===== src/rtl/fpu_pkg.sv =====
// Shared definitions for the single-precision operand decoder: FSM encoding,
// class-flag bit positions, exponent bias and default field widths.
package fpu_pkg;

    typedef enum logic [1:0] {
        ST_IDLE  = 2'd0,
        ST_CLASS = 2'd1,
        ST_NORM  = 2'd2,
        ST_DONE  = 2'd3
    } fpu_state_t;

    localparam int CLS_NAN  = 3;
    localparam int CLS_INF  = 2;
    localparam int CLS_ZERO = 1;
    localparam int CLS_DEN  = 0;

    localparam int FP_BIAS   = 127;
    localparam int EXP_W_DEF = 10;
    localparam int MAN_W_DEF = 24;

endpackage


===== src/rtl/fpu_decode_if.sv =====
// Controller <-> decoder bundle: request/operands one way, ready and decoded
// sign/exponent/mantissa/class fields for both operands the other way.
interface fpu_decode_if #(
    parameter int EXP_W = fpu_pkg::EXP_W_DEF,
    parameter int MAN_W = fpu_pkg::MAN_W_DEF
);
    logic                    fpu_dec_en_i;
    logic [31:0]             fpu_opa_i;
    logic [31:0]             fpu_opb_i;
    logic                    fpu_dec_ready_o;
    logic                    fpu_a_sgn_o;
    logic                    fpu_b_sgn_o;
    logic signed [EXP_W-1:0] fpu_a_exp_o;
    logic signed [EXP_W-1:0] fpu_b_exp_o;
    logic [MAN_W-1:0]        fpu_a_man_o;
    logic [MAN_W-1:0]        fpu_b_man_o;
    logic [3:0]              fpu_a_cls_o;
    logic [3:0]              fpu_b_cls_o;

    modport master (
        output fpu_dec_en_i, fpu_opa_i, fpu_opb_i,
        input  fpu_dec_ready_o, fpu_a_sgn_o, fpu_b_sgn_o, fpu_a_exp_o, fpu_b_exp_o,
               fpu_a_man_o, fpu_b_man_o, fpu_a_cls_o, fpu_b_cls_o
    );

    modport slave (
        input  fpu_dec_en_i, fpu_opa_i, fpu_opb_i,
        output fpu_dec_ready_o, fpu_a_sgn_o, fpu_b_sgn_o, fpu_a_exp_o, fpu_b_exp_o,
               fpu_a_man_o, fpu_b_man_o, fpu_a_cls_o, fpu_b_cls_o
    );
endinterface


===== src/rtl/fpu_dec_unpack.sv =====
// Combinational classify/unpack of one IEEE-754 single operand.
// FPU_DEC_NORM_EN: denormals are passed on for normalization instead of flushed.
module fpu_dec_unpack import fpu_pkg::*; #(
    parameter int EXP_W = EXP_W_DEF,
    parameter int MAN_W = MAN_W_DEF
) (
    input  logic [31:0]             i_op,
    output logic                    o_sgn,
    output logic signed [EXP_W-1:0] o_exp,
    output logic [MAN_W-1:0]        o_man,
`ifdef FPU_DEC_NORM_EN
    output logic                    o_denorm,
`endif
    output logic [3:0]              o_cls
);

    logic [7:0]  w_e;
    logic [22:0] w_f;

    assign w_e   = i_op[30:23];
    assign w_f   = i_op[22:0];
    assign o_sgn = i_op[31];

    // Hidden bit plus fraction, placed at the top of the mantissa field.
    function automatic logic [MAN_W-1:0] align_man(input logic [23:0] m);
        return MAN_W'(m) << (MAN_W - 24);
    endfunction

    always_comb begin
        o_exp = '0;
        o_man = '0;
        o_cls = '0;
`ifdef FPU_DEC_NORM_EN
        o_denorm = 1'b0;
`endif
        if (w_e == 8'hFF) begin
            if (w_f != '0) begin
                o_cls[CLS_NAN] = 1'b1;
                o_man          = align_man({1'b0, w_f});
            end else begin
                o_cls[CLS_INF] = 1'b1;
            end
        end else if (w_e == 8'h00) begin
            if (w_f == '0) begin
                o_cls[CLS_ZERO] = 1'b1;
            end else begin
`ifdef FPU_DEC_NORM_EN
                o_cls[CLS_DEN] = 1'b1;
                o_exp          = EXP_W'(1 - FP_BIAS);
                o_man          = align_man({1'b0, w_f});
                o_denorm       = 1'b1;
`else
                o_cls[CLS_ZERO] = 1'b1;
                o_cls[CLS_DEN]  = 1'b1;
`endif
            end
        end else begin
            o_exp = EXP_W'($signed({24'd0, w_e}) - FP_BIAS);
            o_man = align_man({1'b1, w_f});
        end
    end

endmodule


===== src/rtl/fpu_decode.sv =====
// Two-operand IEEE-754 single decoder: capture, classify, optional denormal
// normalization (FPU_DEC_NORM_EN), then hold the fields while the request stays high.
module fpu_decode import fpu_pkg::*; #(
    parameter int EXP_W = EXP_W_DEF,
    parameter int MAN_W = MAN_W_DEF
) (
    input  logic         fpu_clk,
    input  logic         fpu_rst_n,
    fpu_decode_if.slave  dec_bus
);

    fpu_state_t              r_state;
    fpu_state_t              w_next;
    logic                    w_en;
    logic [31:0]             r_opa;
    logic [31:0]             r_opb;
    logic                    r_a_sgn;
    logic                    r_b_sgn;
    logic signed [EXP_W-1:0] r_a_exp;
    logic signed [EXP_W-1:0] r_b_exp;
    logic [MAN_W-1:0]        r_a_man;
    logic [MAN_W-1:0]        r_b_man;
    logic [3:0]              r_a_cls;
    logic [3:0]              r_b_cls;
    logic                    w_a_sgn;
    logic                    w_b_sgn;
    logic signed [EXP_W-1:0] w_a_exp;
    logic signed [EXP_W-1:0] w_b_exp;
    logic [MAN_W-1:0]        w_a_man;
    logic [MAN_W-1:0]        w_b_man;
    logic [3:0]              w_a_cls;
    logic [3:0]              w_b_cls;

    assign w_en = dec_bus.fpu_dec_en_i;

`ifdef FPU_DEC_NORM_EN
    localparam logic signed [EXP_W-1:0] EXP_ONE = EXP_W'(1);

    logic w_a_den, w_b_den;
    logic r_a_nrm, r_b_nrm;
    logic w_a_sh, w_b_sh, w_norm_done;

    // Only denormal operands are shifted; zero/NaN mantissas keep their MSB at 0.
    always_comb begin
        w_a_sh      = r_a_nrm && !r_a_man[MAN_W-1];
        w_b_sh      = r_b_nrm && !r_b_man[MAN_W-1];
        w_norm_done = (!r_a_nrm || r_a_man[MAN_W-1] || r_a_man[MAN_W-2]) &&
                      (!r_b_nrm || r_b_man[MAN_W-1] || r_b_man[MAN_W-2]);
    end
`endif

    fpu_dec_unpack #(.EXP_W(EXP_W), .MAN_W(MAN_W)) u_unpack_a (
        .i_op     (r_opa),
        .o_sgn    (w_a_sgn),
        .o_exp    (w_a_exp),
        .o_man    (w_a_man),
`ifdef FPU_DEC_NORM_EN
        .o_denorm (w_a_den),
`endif
        .o_cls    (w_a_cls)
    );

    fpu_dec_unpack #(.EXP_W(EXP_W), .MAN_W(MAN_W)) u_unpack_b (
        .i_op     (r_opb),
        .o_sgn    (w_b_sgn),
        .o_exp    (w_b_exp),
        .o_man    (w_b_man),
`ifdef FPU_DEC_NORM_EN
        .o_denorm (w_b_den),
`endif
        .o_cls    (w_b_cls)
    );

    always_ff @(posedge fpu_clk or negedge fpu_rst_n) begin
        if (!fpu_rst_n) begin
            r_state <= ST_IDLE;
        end else begin
            r_state <= w_next;
        end
    end

    always_comb begin
        w_next = r_state;
        case (r_state)
            ST_IDLE: begin
                if (w_en) w_next = ST_CLASS;
            end
            ST_CLASS: begin
                if (!w_en) begin
                    w_next = ST_IDLE;
                end else begin
`ifdef FPU_DEC_NORM_EN
                    w_next = (w_a_den || w_b_den) ? ST_NORM : ST_DONE;
`else
                    w_next = ST_DONE;
`endif
                end
            end
            ST_NORM: begin
`ifdef FPU_DEC_NORM_EN
                if (!w_en)            w_next = ST_IDLE;
                else if (w_norm_done) w_next = ST_DONE;
`else
                w_next = ST_IDLE;
`endif
            end
            ST_DONE: begin
                if (!w_en) w_next = ST_IDLE;
            end
            default: w_next = ST_IDLE;
        endcase
    end

    always_ff @(posedge fpu_clk or negedge fpu_rst_n) begin
        if (!fpu_rst_n) begin
            r_opa   <= '0;
            r_opb   <= '0;
            r_a_sgn <= 1'b0;
            r_b_sgn <= 1'b0;
            r_a_exp <= '0;
            r_b_exp <= '0;
            r_a_man <= '0;
            r_b_man <= '0;
            r_a_cls <= '0;
            r_b_cls <= '0;
`ifdef FPU_DEC_NORM_EN
            r_a_nrm <= 1'b0;
            r_b_nrm <= 1'b0;
`endif
        end else begin
            case (r_state)
                ST_IDLE: begin
                    if (w_en) begin
                        r_opa <= dec_bus.fpu_opa_i;
                        r_opb <= dec_bus.fpu_opb_i;
                    end
                end
                ST_CLASS: begin
                    if (w_en) begin
                        r_a_sgn <= w_a_sgn;
                        r_b_sgn <= w_b_sgn;
                        r_a_exp <= w_a_exp;
                        r_b_exp <= w_b_exp;
                        r_a_man <= w_a_man;
                        r_b_man <= w_b_man;
                        r_a_cls <= w_a_cls;
                        r_b_cls <= w_b_cls;
`ifdef FPU_DEC_NORM_EN
                        r_a_nrm <= w_a_den;
                        r_b_nrm <= w_b_den;
`endif
                    end
                end
`ifdef FPU_DEC_NORM_EN
                ST_NORM: begin
                    if (w_en) begin
                        if (w_a_sh) begin
                            r_a_man <= r_a_man << 1;
                            r_a_exp <= r_a_exp - EXP_ONE;
                        end
                        if (w_b_sh) begin
                            r_b_man <= r_b_man << 1;
                            r_b_exp <= r_b_exp - EXP_ONE;
                        end
                    end
                end
`endif
                default: ;
            endcase
        end
    end

    assign dec_bus.fpu_dec_ready_o = (r_state == ST_DONE);
    assign dec_bus.fpu_a_sgn_o     = r_a_sgn;
    assign dec_bus.fpu_b_sgn_o     = r_b_sgn;
    assign dec_bus.fpu_a_exp_o     = r_a_exp;
    assign dec_bus.fpu_b_exp_o     = r_b_exp;
    assign dec_bus.fpu_a_man_o     = r_a_man;
    assign dec_bus.fpu_b_man_o     = r_b_man;
    assign dec_bus.fpu_a_cls_o     = r_a_cls;
    assign dec_bus.fpu_b_cls_o     = r_b_cls;

endmodule


===== src/flat_wrapper.sv =====
// flat-port wrapper written by rule: the top's interface ports become plain ports
module fpu_decode_flat import fpu_pkg::*;
#(
    parameter int EXP_W = EXP_W_DEF,
    parameter int MAN_W = MAN_W_DEF
)
  (fpu_clk, fpu_rst_n, dec_bus_fpu_dec_en_i, dec_bus_fpu_opa_i, dec_bus_fpu_opb_i, dec_bus_fpu_dec_ready_o, dec_bus_fpu_a_sgn_o, dec_bus_fpu_b_sgn_o, dec_bus_fpu_a_exp_o, dec_bus_fpu_b_exp_o, dec_bus_fpu_a_man_o, dec_bus_fpu_b_man_o, dec_bus_fpu_a_cls_o, dec_bus_fpu_b_cls_o);
  fpu_decode_if #(.EXP_W(EXP_W), .MAN_W(MAN_W)) dec_bus_i ();
  input  logic fpu_clk;
  input  logic fpu_rst_n;
  input wire logic [$bits(dec_bus_i.fpu_dec_en_i)-1:0] dec_bus_fpu_dec_en_i;
  input wire logic [$bits(dec_bus_i.fpu_opa_i)-1:0] dec_bus_fpu_opa_i;
  input wire logic [$bits(dec_bus_i.fpu_opb_i)-1:0] dec_bus_fpu_opb_i;
  output wire logic [$bits(dec_bus_i.fpu_dec_ready_o)-1:0] dec_bus_fpu_dec_ready_o;
  output wire logic [$bits(dec_bus_i.fpu_a_sgn_o)-1:0] dec_bus_fpu_a_sgn_o;
  output wire logic [$bits(dec_bus_i.fpu_b_sgn_o)-1:0] dec_bus_fpu_b_sgn_o;
  output wire logic [$bits(dec_bus_i.fpu_a_exp_o)-1:0] dec_bus_fpu_a_exp_o;
  output wire logic [$bits(dec_bus_i.fpu_b_exp_o)-1:0] dec_bus_fpu_b_exp_o;
  output wire logic [$bits(dec_bus_i.fpu_a_man_o)-1:0] dec_bus_fpu_a_man_o;
  output wire logic [$bits(dec_bus_i.fpu_b_man_o)-1:0] dec_bus_fpu_b_man_o;
  output wire logic [$bits(dec_bus_i.fpu_a_cls_o)-1:0] dec_bus_fpu_a_cls_o;
  output wire logic [$bits(dec_bus_i.fpu_b_cls_o)-1:0] dec_bus_fpu_b_cls_o;
  assign dec_bus_i.fpu_dec_en_i = dec_bus_fpu_dec_en_i;
  assign dec_bus_i.fpu_opa_i = dec_bus_fpu_opa_i;
  assign dec_bus_i.fpu_opb_i = dec_bus_fpu_opb_i;
  assign dec_bus_fpu_dec_ready_o = dec_bus_i.fpu_dec_ready_o;
  assign dec_bus_fpu_a_sgn_o = dec_bus_i.fpu_a_sgn_o;
  assign dec_bus_fpu_b_sgn_o = dec_bus_i.fpu_b_sgn_o;
  assign dec_bus_fpu_a_exp_o = dec_bus_i.fpu_a_exp_o;
  assign dec_bus_fpu_b_exp_o = dec_bus_i.fpu_b_exp_o;
  assign dec_bus_fpu_a_man_o = dec_bus_i.fpu_a_man_o;
  assign dec_bus_fpu_b_man_o = dec_bus_i.fpu_b_man_o;
  assign dec_bus_fpu_a_cls_o = dec_bus_i.fpu_a_cls_o;
  assign dec_bus_fpu_b_cls_o = dec_bus_i.fpu_b_cls_o;
  fpu_decode #(.EXP_W(EXP_W), .MAN_W(MAN_W)) u_core (.fpu_clk(fpu_clk), .fpu_rst_n(fpu_rst_n), .dec_bus(dec_bus_i));
endmodule

===== config.mk =====
export PLATFORM = sky130hd
export DESIGN_NAME = fpu_decode_flat
export DESIGN_NICKNAME = d
export VERILOG_FILES = /design/src/rtl/fpu_pkg.sv /design/src/rtl/fpu_decode_if.sv /design/src/rtl/fpu_dec_unpack.sv /design/src/rtl/fpu_decode.sv /design/src/flat_wrapper.sv
export SDC_FILE = /design/constraint.sdc
export NUM_CORES = 1
export LEC_CHECK = 0
export ABC_AREA = 1
export CAP_MARGIN = 15
export CORE_MARGIN = 10
export CORE_UTILIZATION = 41
export DETAILED_ROUTE_END_ITERATION = 12
export PLACE_DENSITY = 0.69
export SYNTH_ARGS = -nofsm -noshare
export SYNTH_HDL_FRONTEND = slang
export SYNTH_SLANG_ARGS = --single-unit

===== constraint.sdc =====
create_clock -name fpu_clk -period 1.55 [get_ports fpu_clk]
set_input_delay 0.3875 -clock fpu_clk [delete_from_list [all_inputs] [get_ports fpu_clk]]
set_output_delay 0.3875 -clock fpu_clk [all_outputs]
set_load 0.02 [all_outputs]

==> results of run 1 <==
## power groups by stage
stage          logic, W  clock network (W)  registers (W)
2_1_floorplan   0.00145                  0        0.00591
3_3_place_gp    0.00394                  0        0.00531
3_5_place_dp    0.00404                  0        0.00535
4_1_cts         0.00368            0.00410        0.00529
5_1_grt         0.00408            0.00426        0.00542
6_report        0.00370            0.00401        0.00529
## per-layer routing
layer  part of all wire [%]  vias up
met5                      0        -
met4                    1.4        0
met3                    6.3       18
met2                     51      133
met1                     41     2397
li1                       -     2422
## area by class of cell
type / instances / area, sq um / share of cell area, %
diodes: 1 / 2.502 / 0.02961
clock buffers: 21 / 480.5 / 5.685
clock inverters: 11 / 113.9 / 1.347
inverters: 75 / 286.5 / 3.390
multi-input cells: 422 / 2002 / 23.69
flip-flops and latches: 142 / 3553 / 42.04
well taps: 184 / 230.2 / 2.724
repair buffers: 178 / 1783 / 21.10
## synthesized netlist by cell type
| cell | count |
|---|---|
| o21ai_0 | 7 |
| nor2_1 | 86 |
| o21ai_2 | 20 |
| nand2_1 | 185 |
| dfrtp_1 | 142 |
| xor2_1 | 2 |
| inv_4 | 1 |
| nor2_2 | 2 |
| clkbuf_1 | 1 |
| inv_1 | 71 |
| nor2_4 | 1 |
| nand2_2 | 1 |
| nor2_8 | 2 |
| or2_1 | 1 |
| nand4_1 | 6 |
| buf_1 | 3 |
| nand3_1 | 16 |
| xnor2_1 | 3 |
| buf_2 | 7 |
| o21ai_1 | 40 |
| a21oi_1 | 45 |
| buf_4 | 11 |
| inv_2 | 3 |
| nand3b_1 | 1 |
| buf_6 | 7 |
| ha_1 | 4 |
## per-stage QoR
stage / hold slack, ns / cell area, sq um / std cells / power [W] / setup slack, ns
6_report: 0.4490 / 8452 / 1034 / 0.01300 / 0.02328
5_1_grt: 0.4616 / 8449 / 1033 / 0.01377 / -0.04653
4_1_cts: 0.4520 / 8312 / 1026 / 0.01307 / 0.0002212
3_5_place_dp: 0.3277 / 7771 / 993 / 0.009389 / -0.3309
3_3_place_gp: 0.3241 / 7771 / 993 / 0.009256 / -0.2982
2_1_floorplan: 0.09191 / 5997 / 668 / 0.007357 / 0.2096
## flip-flops by register name, indices dropped and copies added, names as in the netlist
signal and cells:
u_core.dec_bus.fpu_a_cls_o 4, u_core.r_opa 32, u_core.r_state 2, u_core.dec_bus.fpu_b_sgn_o 1, u_core.dec_bus.fpu_a_man_o 24, u_core.dec_bus.fpu_b_cls_o 4, u_core.dec_bus.fpu_a_sgn_o 1, u_core.r_opb 32
u_core.dec_bus.fpu_b_exp_o 9, u_core.dec_bus.fpu_b_man_o 24, u_core.dec_bus.fpu_a_exp_o 9
## logic make-up (layout without fill, tap and decap cells)
| group | after synthesis | in the layout | share of synthesized area [%] |
|---|---|---|---|
| xor gates and xnor gates | 5 | 5 | 0.7304 |
| other | 0 | 1 | 0 |
| adders and majority gates | 4 | 4 | 0.8346 |
| buffers and inverters | 104 | 285 | 8.262 |
| DFF | 142 | 142 | 59.25 |
| AOI/OAI and AO/OA | 112 | 112 | 10.60 |
| and+or+nand+nor | 301 | 301 | 20.32 |
## worst min path at each step
stage	startpoint	endpoint	slack [ns]	cells after the start
after floorplan	fpu_rst_n	u_core.dec_bus.fpu_a_cls_o[0]$_DFFE_PN0P_	0.09	0
after global placement	fpu_rst_n	u_core.dec_bus.fpu_b_man_o[14]$_DFFE_PN0P_	0.32	1
after detailed placement	fpu_rst_n	u_core.dec_bus.fpu_b_man_o[16]$_DFFE_PN0P_	0.33	1
after CTS	fpu_rst_n	u_core.dec_bus.fpu_b_man_o[16]$_DFFE_PN0P_	0.45	2
after global routing	fpu_rst_n	u_core.dec_bus.fpu_b_man_o[14]$_DFFE_PN0P_	0.46	2
final	fpu_rst_n	u_core.dec_bus.fpu_b_man_o[16]$_DFFE_PN0P_	0.45	2
## layout by cell type (no fill, tap or decap), types with 3 or more instances in the layout
cell / synthesis / final
clkbuf_16: 0 / 19
dfrtp_1: 142 / 142
nand2_2: 1 / 4
o21ai_1: 40 / 40
ha_1: 4 / 4
nand4_1: 6 / 6
a21oi_1: 45 / 44
nor2_4: 1 / 4
clkdlybuf4s15_2: 0 / 4
inv_1: 71 / 71
o21ai_2: 20 / 20
clkdlybuf4s50_1: 0 / 65
clkbuf_2: 0 / 8
nand3_1: 16 / 15
clkinv_2: 0 / 6
nand2_1: 185 / 182
buf_4: 11 / 20
nor2_2: 2 / 7
nor2_1: 86 / 78
o21ai_0: 7 / 7
dlygate4sd2_1: 0 / 31
xnor2_1: 3 / 3
clkdlybuf4s15_1: 0 / 35
clkbuf_8: 0 / 4
buf_12: 0 / 8
## repair_timing
action                                 CTS  global route
hold buffers                             1             0
gates cloned                             0             2
resized for setup                      110            50
endpoints found under the hold margin   32             0
buffers inserted                         0             5
setup endpoints to repair               80            97
pin swaps                                0             3
==> reports/metrics.cfg, run 1 <==
[worst_setup_path]
crit_path_end = dec_bus_fpu_a_man_o[16]
cp_slowest_cell = dfrtp_1
critical_path_required_ns = 1.16
cp-start-kind = flip-flop
criticalPathCategory = flip-flop to output pin
startpoint = u_core.dec_bus.fpu_a_man_o[16]$_DFFE_PN0P_
arrival_ns = 1.14
r2r_setup_slack_ns = 0.06
timing.rr.start = u_core.r_state[1]$_DFFE_PN0P_
cp_cell_sequence = dlygate4sd2_1
r2r_end = u_core.r_opb[29]$_DFFE_PN0P_
crit_cells = 1
crit_buf_inv = 1
path_delay_family = flip-flops
endpoint_kind = output pin
worstRegToRegCells = 7
slowest_delay_ns = 0.38
path_max_fanout = 2

[logic_synthesis]
synth_cell_types = 26
synth_cells = 668
synth_warnings = 0
synth_top_area_share_pct = 59.25
yosysTopAreaCell = dfrtp_1
synth_nets = 739
syn_avg_cell_area_sq_um = 8.978
synth_area_leaders = dfrtp_1 (59%), nand2_1 (12%), nor2_1 (5.4%), inv_1 (4.4%), a21oi_1 (3.8%)
syn_area_sq_mm = 0.005997
yosysSeqAreaShare_pct = 59.25
ys_ff_latch = 142

[global_route]
grtUsageMet1_pct = 18.84
grt_util_met3_pct = 5.173
grt_pass1_vias = 5200
grt_pass1_wl_um = 25810
use_met2_pct = 27.04
grt_max_degree = 63
overflow = 0
top_usage_layer = met2
track_usage_pct = 16.06
antenna_found_initial = 0

[sta]
finClkSkew_ns = 0.01886
fmax_mhz = 655.0
rsz0062_at_grt = true
slew_headroom_pct = 73.34
period_minus_slack_ns = 1.527
hold_viol = 0
tightest_slew_ns = 0.3998
tns_ns = 0
setup-violations-final = 0
final_max_slew_viol_count = 0
fin_crit_sh_pct = 98.50

[die]
row_count = 44
fp.dieH_um = 140.9
start_util_pct = 41.58
die_w_um = 140.9
core_area_sq_mm = 0.01442
die_area_sq_mm = 0.01986
ios = 146

[power]
clockPowerShare_pct = 30.8
p_sw_w = 0.004313
power_density_mw_per_mm2 = 1538
power.internal_w = 0.008689
combinationalPowerShare_pct = 28.5
swShare_pct = 33.17
seq_power_share_pct = 40.7
ir_drop_mv = 0.8457
p_leak_nw = 4.275

[clocking]
h-tree-depth = 4
clk_latency_ns = 0.42
cts_tree = done
cts_root_buf = clkbuf_16
numCtsBuffers = 17
clock-sinks = 142
clk_pin_slew_worst_paths_ns = 0.06
clk_path_buf_depth = 2

[placement]
globalplace.congestion = 0.8596
hpwl_um = 11720
port_buffers = 145

[cells_and_area]
fin_util_pct = 58.60
fill_cells = 1293
layout.nets = 907
area_delta_synth_final_pct = 40.93
layout-drive-gt1-share_pct = 14.37

[route]
drt_wl_total_um = 16000
drc_errors = 0
first_pass_iters = 4
drt_iter0_drc = 303
vias = 4970
wire_per_inst_um = 15.48
vias_per_cell = 4.807
ant_nets = 0

[outcome]
outcome = complete, no violations

[run]
drv_cap = 0

[hold_path]
min_path_type = input pin to async pin

Note: power is estimated with default switching activity, not from simulation.
==> run 2: changes to the inputs <==
CORE_UTILIZATION = 35   (was 41)
PLACE_DENSITY = 0.61   (was 0.69)
==> run 2 against run 1 <==
Non-clock buffer count decreased by 1. Maximum frequency increased by 0.86%. Via count decreased by 5.6%. Critical path type unchanged. Largest power group unchanged.
==> reports/metrics.cfg, run 2 (synthesized netlist as in run 1, its figures left out) <==
[route]
drt_wl_total_um = 15360  ; was 16000 um
first_pass_iters = 6  ; was 4
drc_errors = 0  ; unchanged
vias_per_cell = 4.394  ; was 4.807
ant_nets = 0  ; unchanged
drt_iter0_drc = 351  ; was 303
wire_per_inst_um = 14.38  ; was 15.48 um
vias = 4693  ; was 4970

[worst_setup_path]
worstRegToRegCells = 8  ; was 7
timing.rr.start = u_core.r_opa[23]$_DFFE_PN0P_  ; was u_core.r_state[1]$_DFFE_PN0P_
path_max_fanout = 2  ; unchanged
critical_path_required_ns = 1.16  ; about the same
r2r_setup_slack_ns = 0.11  ; was 0.06 ns
cp-start-kind = flip-flop  ; unchanged
r2r_end = u_core.dec_bus.fpu_a_man_o[19]$_DFFE_PN0P_  ; was u_core.r_opb[29]$_DFFE_PN0P_
crit_buf_inv = 1  ; unchanged
cp_cell_sequence = dlygate4sd2_1  ; unchanged
endpoint_kind = output pin  ; unchanged
arrival_ns = 1.13  ; was 1.14 ns
slowest_delay_ns = 0.38  ; about the same
criticalPathCategory = flip-flop to output pin  ; unchanged
path_delay_family = flip-flops  ; unchanged
cp_slowest_cell = dfrtp_1  ; unchanged

[clocking]
numCtsBuffers = 17  ; unchanged
clk_latency_ns = 0.42  ; about the same
clk_pin_slew_worst_paths_ns = 0.06  ; about the same
h-tree-depth = 4  ; unchanged
cts_tree = done  ; unchanged
cts_root_buf = clkbuf_16  ; unchanged
clock-sinks = 142  ; unchanged
clk_path_buf_depth = 2  ; unchanged

[sta]
fmax_mhz = 660.6  ; was 655.0 MHz
hold_viol = 0  ; unchanged
setup-violations-final = 0  ; unchanged
final_max_slew_viol_count = 0  ; unchanged
slew_headroom_pct = 76.22  ; was 73.34%
tightest_slew_ns = 0.3567  ; was 0.3998 ns
fin_crit_sh_pct = 97.66  ; was 98.50%
tns_ns = 0  ; unchanged
rsz0062_at_grt = false  ; was true
finClkSkew_ns = 0.008154  ; was 0.01886 ns
period_minus_slack_ns = 1.514  ; was 1.527 ns

[global_route]
antenna_found_initial = 0  ; unchanged
overflow = 0  ; unchanged
grt_pass1_wl_um = 24860  ; was 25810 um
grt_pass1_vias = 4795  ; was 5200
grt_max_degree = 55  ; was 63
track_usage_pct = 13.94  ; was 16.06%

[die]
start_util_pct = 35.91  ; was 41.58%
die_area_sq_mm = 0.02277  ; was 0.01986 sq mm
die_w_um = 150.9  ; was 140.9 um
fp.dieH_um = 150.9  ; was 140.9 um
row_count = 47  ; was 44
core_area_sq_mm = 0.01670  ; was 0.01442 sq mm
ios = 146  ; unchanged

[cells_and_area]
reg_top3 = u_core.r_opa: 32 flops, u_core.r_opb: 32 flops  ; unchanged
layout-drive-gt1-share_pct = 13.80  ; was 14.37%
layout.nets = 906  ; was 907
layout_common_cells = nand2_1 (182), dfrtp_1 (142), nor2_1 (83)  ; was nand2_1 (182), dfrtp_1 (142), nor2_1 (78)
area_delta_synth_final_pct = 39.97  ; was 40.93%
diodes = 0  ; was 1
layout_commonest_cell = nand2_1  ; unchanged
fin_util_pct = 50.26  ; was 58.60%

[run]
drv_cap = 0  ; unchanged

[placement]
hpwl_um = 11500  ; was 11720 um
port_buffers = 145  ; unchanged
globalplace.congestion = 0.7893  ; was 0.8596

[power]
p_leak_nw = 4.202  ; was 4.275 nW
power_density_mw_per_mm2 = 1557  ; was 1538 mW/mm^2
ir_drop_mv = 0.8690  ; was 0.8457 mV

[hold_path]
min_path_type = input pin to async pin  ; unchanged

[outcome]
outcome = complete, no violations  ; unchanged

## run 2: cell types whose count changed in the layout (fill, tap and decap cells not counted), sizes merged, moves of 2 or more
cell	previous run	this run
inv	75	77
clkinvlp	2	4
dlygate4sd2	31	15
clkdlybuf4s15	39	48
clkbuf	31	35
clkinv	7	3
## run 2: worst max path at each step
stage	from	endpoint	slack, ns	cells past startpoint
after floorplan	u_core.r_opa[23]$_DFFE_PN0P_	u_core.dec_bus.fpu_a_man_o[22]$_DFFE_PN0P_	0.21	8
after CTS	u_core.dec_bus.fpu_b_exp_o[2]$_DFFE_PN0P_	dec_bus_fpu_b_exp_o[2]	0.001	1
after detailed placement	dec_bus_fpu_dec_en_i	u_core.dec_bus.fpu_b_exp_o[0]$_DFFE_PN0P_	-0.29	7
final	u_core.dec_bus.fpu_a_man_o[19]$_DFFE_PN0P_	dec_bus_fpu_a_man_o[19]	0.04	1
after global placement	dec_bus_fpu_dec_en_i	u_core.dec_bus.fpu_b_exp_o[2]$_DFFE_PN0P_	-0.32	7
after global routing	u_core.dec_bus.fpu_a_man_o[9]$_DFFE_PN0P_	dec_bus_fpu_a_man_o[9]	0.0002	1
## run 2: layout make-up
cell class,count,area [sq um]
fill,1603,8307
sequential,142,3553
tap,220,275.3
clock buffer,20,446.7
inverter,75,284.0
clock inverter,12,160.2
multi-input combinational,422,1976
timing repair buffer,177,1699
## run 2: layer usage
layer / routed length, um / share of wire [%] / GRT usage, %
met1: 6862 / 45 / 17.29
met2: 7301 / 48 / 22.01
met3: 1039 / 6.8 / 5.430
met4: 153 / 1.0 / 4.187
met5: 0 / 0 / 0
## run 2: power breakdown
part | switching (W) | internal (W)
Sequential | 0.000581 | 0.00465
Clock | 0.00161 | 0.00258
Combinational | 0.00216 | 0.00148
Total | 0.00435 | 0.00872
## run 2: per-stage QoR
| step | cell area (sq um) | hold slack (ns) | setup slack [ns] | std cells | total power, W |
|---|---|---|---|---|---|
| floorplan | 5997 | 0.09191 | 0.2096 | 668 | 0.007357 |
| CTS | 8408 | 0.4187 | 0.001159 | 1067 | 0.01325 |
| global placement | 7841 | 0.3068 | -0.3150 | 1034 | 0.009322 |
| detailed placement | 7841 | 0.3090 | -0.2926 | 1034 | 0.009393 |
| global route | 8394 | 0.4593 | 0.0002049 | 1068 | 0.01389 |
| finish | 8394 | 0.4301 | 0.03624 | 1068 | 0.01307 |
## run 2: timing repair
item | CTS | global route
hold buffers | 1 | 0
pin swaps | 0 | 3
setup endpoints to repair | 85 | 70
buffers inserted | 0 | 1
resized for setup | 117 | 53
cloned | 0 | 0
hold endpoints to repair | 31 | 0
==> run 3: changes to the inputs <==
CORE_UTILIZATION = 50   (was 35)
PLACE_DENSITY = 0.82   (was 0.61)
SLEW_MARGIN = 30   (was unset)
==> run 3 against run 2 <==
Cell count fell by 8.1%. Via count rose by 6.1%. Combinational power barely moved. Clock-buffer cell count did not move. Routed wire length rose by 1.5%. Core utilization rose by 21 points. First-iteration DRC count rose by 13%. Flip-flop and latch count did not move. Clock power rose by 1%. Largest power group unchanged.
==> reports/metrics.cfg, run 3 (synthesized netlist as in run 1, its figures left out) <==
[die]
row_count = 39  ; was 47
fp.dieH_um = 129.5  ; was 150.9 um
die_w_um = 129.5  ; was 150.9 um
ios = 146  ; unchanged
die_area_sq_mm = 0.01677  ; was 0.02277 sq mm
start_util_pct = 51.86  ; was 35.91%
core_area_sq_mm = 0.01156  ; was 0.01670 sq mm

[clocking]
numCtsBuffers = 17  ; unchanged
clk_path_buf_depth = 2  ; unchanged
h-tree-depth = 4  ; unchanged
clk_pin_slew_worst_paths_ns = 0.06  ; about the same
cts_tree = done  ; unchanged
clock-sinks = 142  ; unchanged
clk_latency_ns = 0.41  ; was 0.42 ns
cts_root_buf = clkbuf_16  ; unchanged

[global_route]
overflow = 0  ; unchanged
grt_pass1_wl_um = 25410  ; was 24860 um
grt_max_degree = 59  ; was 55
antenna_found_initial = 0  ; unchanged
grt_pass1_vias = 5241  ; was 4795
track_usage_pct = 18.92  ; was 13.94%

[sta]
slew_headroom_pct = 74.97  ; was 76.22%
tightest_slew_ns = 0.3754  ; was 0.3567 ns
fmax_mhz = 657.1  ; was 660.6 MHz
finClkSkew_ns = 0.007517  ; was 0.008154 ns
hold_viol = 0  ; unchanged
period_minus_slack_ns = 1.522  ; was 1.514 ns
tns_ns = 0  ; unchanged
fin_crit_sh_pct = 98.19  ; was 97.66%
final_max_slew_viol_count = 0  ; unchanged
layout_setup_ws_ns = 0.02809  ; was 0.03624 ns
setup-violations-final = 0  ; unchanged

[cells_and_area]
layout_common_cells = nand2_1 (183), dfrtp_1 (142), nor2_1 (84)  ; was nand2_1 (182), dfrtp_1 (142), nor2_1 (83)
layout-drive-gt1-share_pct = 12.05  ; was 13.80%
area_delta_synth_final_pct = 37.43  ; was 39.97%
diodes = 0  ; unchanged
layout.nets = 896  ; was 906
layout_commonest_cell = nand2_1  ; unchanged
reg_top3 = u_core.r_opa: 32 flops, u_core.r_opb: 32 flops  ; unchanged

[worst_setup_path]
cp_slowest_cell = dfrtp_1  ; unchanged
path_delay_family = flip-flops  ; unchanged
criticalPathCategory = flip-flop to output pin  ; unchanged
cp_cell_sequence = dlygate4sd2_1  ; unchanged
path_max_fanout = 2  ; unchanged
endpoint_kind = output pin  ; unchanged
slowest_delay_ns = 0.39  ; was 0.38 ns
cp-start-kind = flip-flop  ; unchanged
crit_buf_inv = 1  ; unchanged
critical_path_required_ns = 1.16  ; about the same
worstRegToRegCells = 6  ; was 8
crit_cells = 1  ; unchanged
arrival_ns = 1.13  ; about the same

[route]
drt_iter0_drc = 397  ; was 351
drc_errors = 0  ; unchanged
drt_wl_total_um = 15590  ; was 15360 um
wire_per_inst_um = 15.90  ; was 14.38 um
ant_nets = 0  ; unchanged
vias = 4979  ; was 4693
first_pass_iters = 6  ; unchanged
vias_per_cell = 5.075  ; was 4.394

[placement]
hpwl_um = 11260  ; was 11500 um
place_ws_ns = -0.3121  ; was -0.2926 ns
port_buffers = 145  ; unchanged
globalplace.congestion = 0.8798  ; was 0.7893

[hold_path]
min_path_type = input pin to async pin  ; unchanged

[outcome]
outcome = complete, no violations  ; unchanged

[run]
drv_cap = 0  ; unchanged

[power]
finalPower_w = 0.01314  ; was 0.01307 W
power_density_mw_per_mm2 = 1595  ; was 1557 mW/mm^2
p_leak_nw = 4.220  ; was 4.202 nW
ir_drop_mv = 0.7635  ; was 0.8690 mV

-- run 3: cell count changes in the layout (fill, tap and decap cells not counted), moves of 2 or more --
cell	change
clkbuf_8	+2
buf_4	-10
clkdlybuf4s15_2	-2
clkdlybuf4s15_1	-20
clkbuf_1	-2
clkbuf_2	-6
dlygate4sd2_1	+28
nor2_2	-2
-- run 3: metal layers --
| metal | global-route usage [%] | wire (um) | vias to the layer above |
|---|---|---|---|
| met1 | 22.97 | 6603 | 2356 |
| li1 | - | - | 2402 |
| met5 | 0 | 0 | - |
| met2 | 30.86 | 7413 | 205 |
| met4 | 4.828 | 140 | 0 |
| met3 | 7.667 | 1436 | 16 |
-- run 3: metrics by stage --
| step | utilization (%) | hold WS, ns | area [sq um] | std cells |
|---|---|---|---|---|
| after detailed placement | 66.39 | 0.3161 | 7677 | 948 |
| after floorplan | - | 0.09191 | 5997 | 668 |
| after global placement | 66.39 | 0.3093 | 7677 | 948 |
| after global routing | 71.26 | 0.4710 | 8242 | 981 |
| final | 71.26 | 0.4552 | 8242 | 981 |
| after CTS | 71.06 | 0.4555 | 8218 | 981 |
-- run 3: power by group --
group / switching (W) / internal (W)
Combinational: 0.00219 / 0.00143
Sequential: 0.000636 / 0.00465
Clock: 0.00156 / 0.00267
-- run 3: area by class of cell --
type | count | area [sq um]
fill | 838 | 3323
clock inverter | 12 | 157.7
tap | 143 | 178.9
timing repair buffer | 167 | 1617
inverter | 75 | 286.5
clock buffer | 20 | 466.7
sequential | 142 | 3553
multi-input combinational | 422 | 1982
-- run 3: timing repair --
item,in CTS,in global routing
buffers inserted,0,0
hold buffers,1,0
pin swaps,0,2
gates resized for setup,88,48
endpoints found under the hold margin,33,0
endpoints found under the setup margin,82,76
-- run 3: path summary, 6_finish.rpt --
check / startpoint / to / slack (ns)
setup reg to reg: u_core.r_opa[23]$_DFFE_PN0P_ / u_core.dec_bus.fpu_a_exp_o[0]$_DFFE_PN0P_ / 0.11
min in group fpu_clk: u_core.dec_bus.fpu_b_man_o[13]$_DFFE_PN0P_ / u_core.dec_bus.fpu_b_man_o[13]$_DFFE_PN0P_ / 0.47
hold / removal: fpu_rst_n / u_core.dec_bus.fpu_a_man_o[1]$_DFFE_PN0P_ / 0.46
max in group asynchronous: fpu_rst_n / u_core.r_state[1]$_DFFE_PN0P_ / 0.54
hold reg to reg: u_core.dec_bus.fpu_b_man_o[13]$_DFFE_PN0P_ / u_core.dec_bus.fpu_b_man_o[13]$_DFFE_PN0P_ / 0.47
setup / recovery: u_core.dec_bus.fpu_a_man_o[20]$_DFFE_PN0P_ / dec_bus_fpu_a_man_o[20] / 0.03
==> variant, RTL diff (flow settings as in run 2) <==
Set the package constant `MAN_W_DEF` to 36 (it was 24).
--- a/src/rtl/fpu_pkg.sv
+++ b/src/rtl/fpu_pkg.sv
@@ -16,7 +16,7 @@
 
     localparam int FP_BIAS   = 127;
     localparam int EXP_W_DEF = 10;
-    localparam int MAN_W_DEF = 24;
+    localparam int MAN_W_DEF = 36;
 
 endpackage
 
Ports: changed (resized dec_bus_fpu_a_man_o and dec_bus_fpu_b_man_o); port bits go from 146 to 170. No check against the original RTL was run, so the function may have changed too.
==> variant against run 2 <==
- total power is 1.8% higher
- clock skew hardly changed
- area after synthesis is 3.4% higher
- global-route usage is 0.12 points higher
- routed wire length is 5.2% higher
- worst setup slack worse by 0.0011 ns
- first-iteration DRC count is 25% lower
- critical path depth stayed put
- final area is 1.4% higher
- sequential cell count stayed put
- largest cell class unchanged
- count of clock-buffer cells in the layout is 2 higher
- sequential share of layout area is 0.57 points lower
- non-clock buffer count is 2 lower
==> variant: results (changes against run 2) <==
stage	metric	value	unit	change
placed_design	detailed_place.area	7940	sq um	was 7840 sq um
global_routing	first_global_vias	5002		was 4795
final_layout	drive_above_1_share	12.8	%	was 13.8%
critical_path	r2r_start	u_core.r_opb[23]$_DFFE_PN0P_		was u_core.r_opa[23]$_DFFE_PN0P_
logic_synthesis	yosys.cell_types.count	28		was 26
global_routing	gr-usage-all-layers	14.1	%	was 13.9%
placed_design	dp_hpwl	12100	um	was 11500 um
placed_design	place.gp.congestion	0.786		was 0.789
logic_synthesis	synthTopCellsByCount	nand2_1, dfrtp_1, inv_1		was nand2_1, dfrtp_1, nor2_1
detailed_routing	routed_wire_length_per_instance	14.5	um	was 14.4 um
run_status	outcome	finished, final reports clean		unchanged
logic_synthesis	synth_seq_area_share	57.3	%	was 59.3%
global_routing	largest_net_degree_at_the_start_of_global_routing	45		was 55
logic_synthesis	synth_top_cells_by_area	dfrtp_1, nand2_1, inv_1, buf_4, nor2_1		was dfrtp_1, nand2_1, nor2_1, inv_1, a21oi_1
power	cellLeakagePower	4.40	nW	was 4.20 nW
detailed_routing	vias	4885		was 4693
global_routing	initial_antenna_violation_count	0		unchanged
critical_path	worst-r2r-cell-count	8		unchanged
global_routing	global_route_wire_length_before_repair	26400	um	was 24900 um
sta	final.setup_skew	0.00842	ns	was 0.00815 ns
sta	hold-worst-slack	0.426	ns	was 0.430 ns
detailed_routing	drt-initial-drc-count	262		was 351
detailed_routing	firstDrtPassIters	4		was 6
power	vdd_ir_drop_max	879	uV	was 869 uV
final_layout	num-nets-final	944		was 906
sta	timing.fmax	0.660	GHz	was 0.661 GHz
## variant: kinds of logic after synthesis
group	Yosys count	synth area share (%)
AO/OA/AOI/OAI	90	7.91
XOR/XNOR	4	0.565
adder cells (fa/ha/maj)	4	0.807
buffers and inverters	132	11.2
flip-flops	142	57.3
other	1	0.0605
AND/OR/NAND/NOR	338	22.2
## variant: how the worst max path moves through the flow
stage / from / to / cells after the start
after floorplan: u_core.r_state[1]$_DFFE_PN0P_ / u_core.r_opb[4]$_DFFE_PN0P_ / 7
after global placement: dec_bus_fpu_dec_en_i / u_core.dec_bus.fpu_b_man_o[21]$_DFFE_PN0P_ / 8
after detailed placement: dec_bus_fpu_dec_en_i / u_core.dec_bus.fpu_b_exp_o[3]$_DFFE_PN0P_ / 8
after CTS: u_core.dec_bus.fpu_a_man_o[25]$_DFFE_PN0P_ / dec_bus_fpu_a_man_o[25] / 1
after global routing: u_core.r_opb[23]$_DFFE_PN0P_ / u_core.dec_bus.fpu_b_man_o[30]$_DFFE_PN0P_ / 8
final: u_core.dec_bus.fpu_b_man_o[30]$_DFFE_PN0P_ / dec_bus_fpu_b_man_o[30] / 1
## variant: report_power, final
part	total, mW	internal, mW	switching (mW)
registers	5.26	4.65	0.608
logic	3.60	1.45	2.15
clock network	4.46	2.90	1.56
## variant: per-stage QoR
stage                     cells  utilization (%)  setup TNS (ns)
after floorplan             734                -               0
after global placement     1077             45.8          -30.32
after detailed placement   1077             45.8          -32.92
after CTS                  1110             49.2               0
after global routing       1111             49.0         -0.0148
final                      1111             49.0               0
## variant: what timing repair did
action                     in CTS  in global routing
resized for setup             110                 74
setup buffers                   0                  1
pin swaps                       0                  2
setup endpoints to repair      79                 92
hold buffers                    1                  0
hold endpoints to repair       31                  0
## variant: cell type report
cell class / count / area (sq um) / share of cell area [%]
Clock buffer: 22 / 494 / 5.81
Clock inverter: 10 / 156 / 1.84
Inverter: 77 / 289 / 3.40
Multi-Input combinational cell: 460 / 2060 / 24.2
Sequential cell: 142 / 3550 / 41.8
Tap cell: 225 / 282 / 3.31
Timing Repair Buffer: 175 / 1670 / 19.6
## variant: metal layers
metal	GRT usage (%)	up-vias	wire length, um
met4	4.90	0	226
met5	0	-	0
met3	5.33	16	1130
met1	17.6	2264	7400
met2	21.7	112	7390
li1	-	2493	-
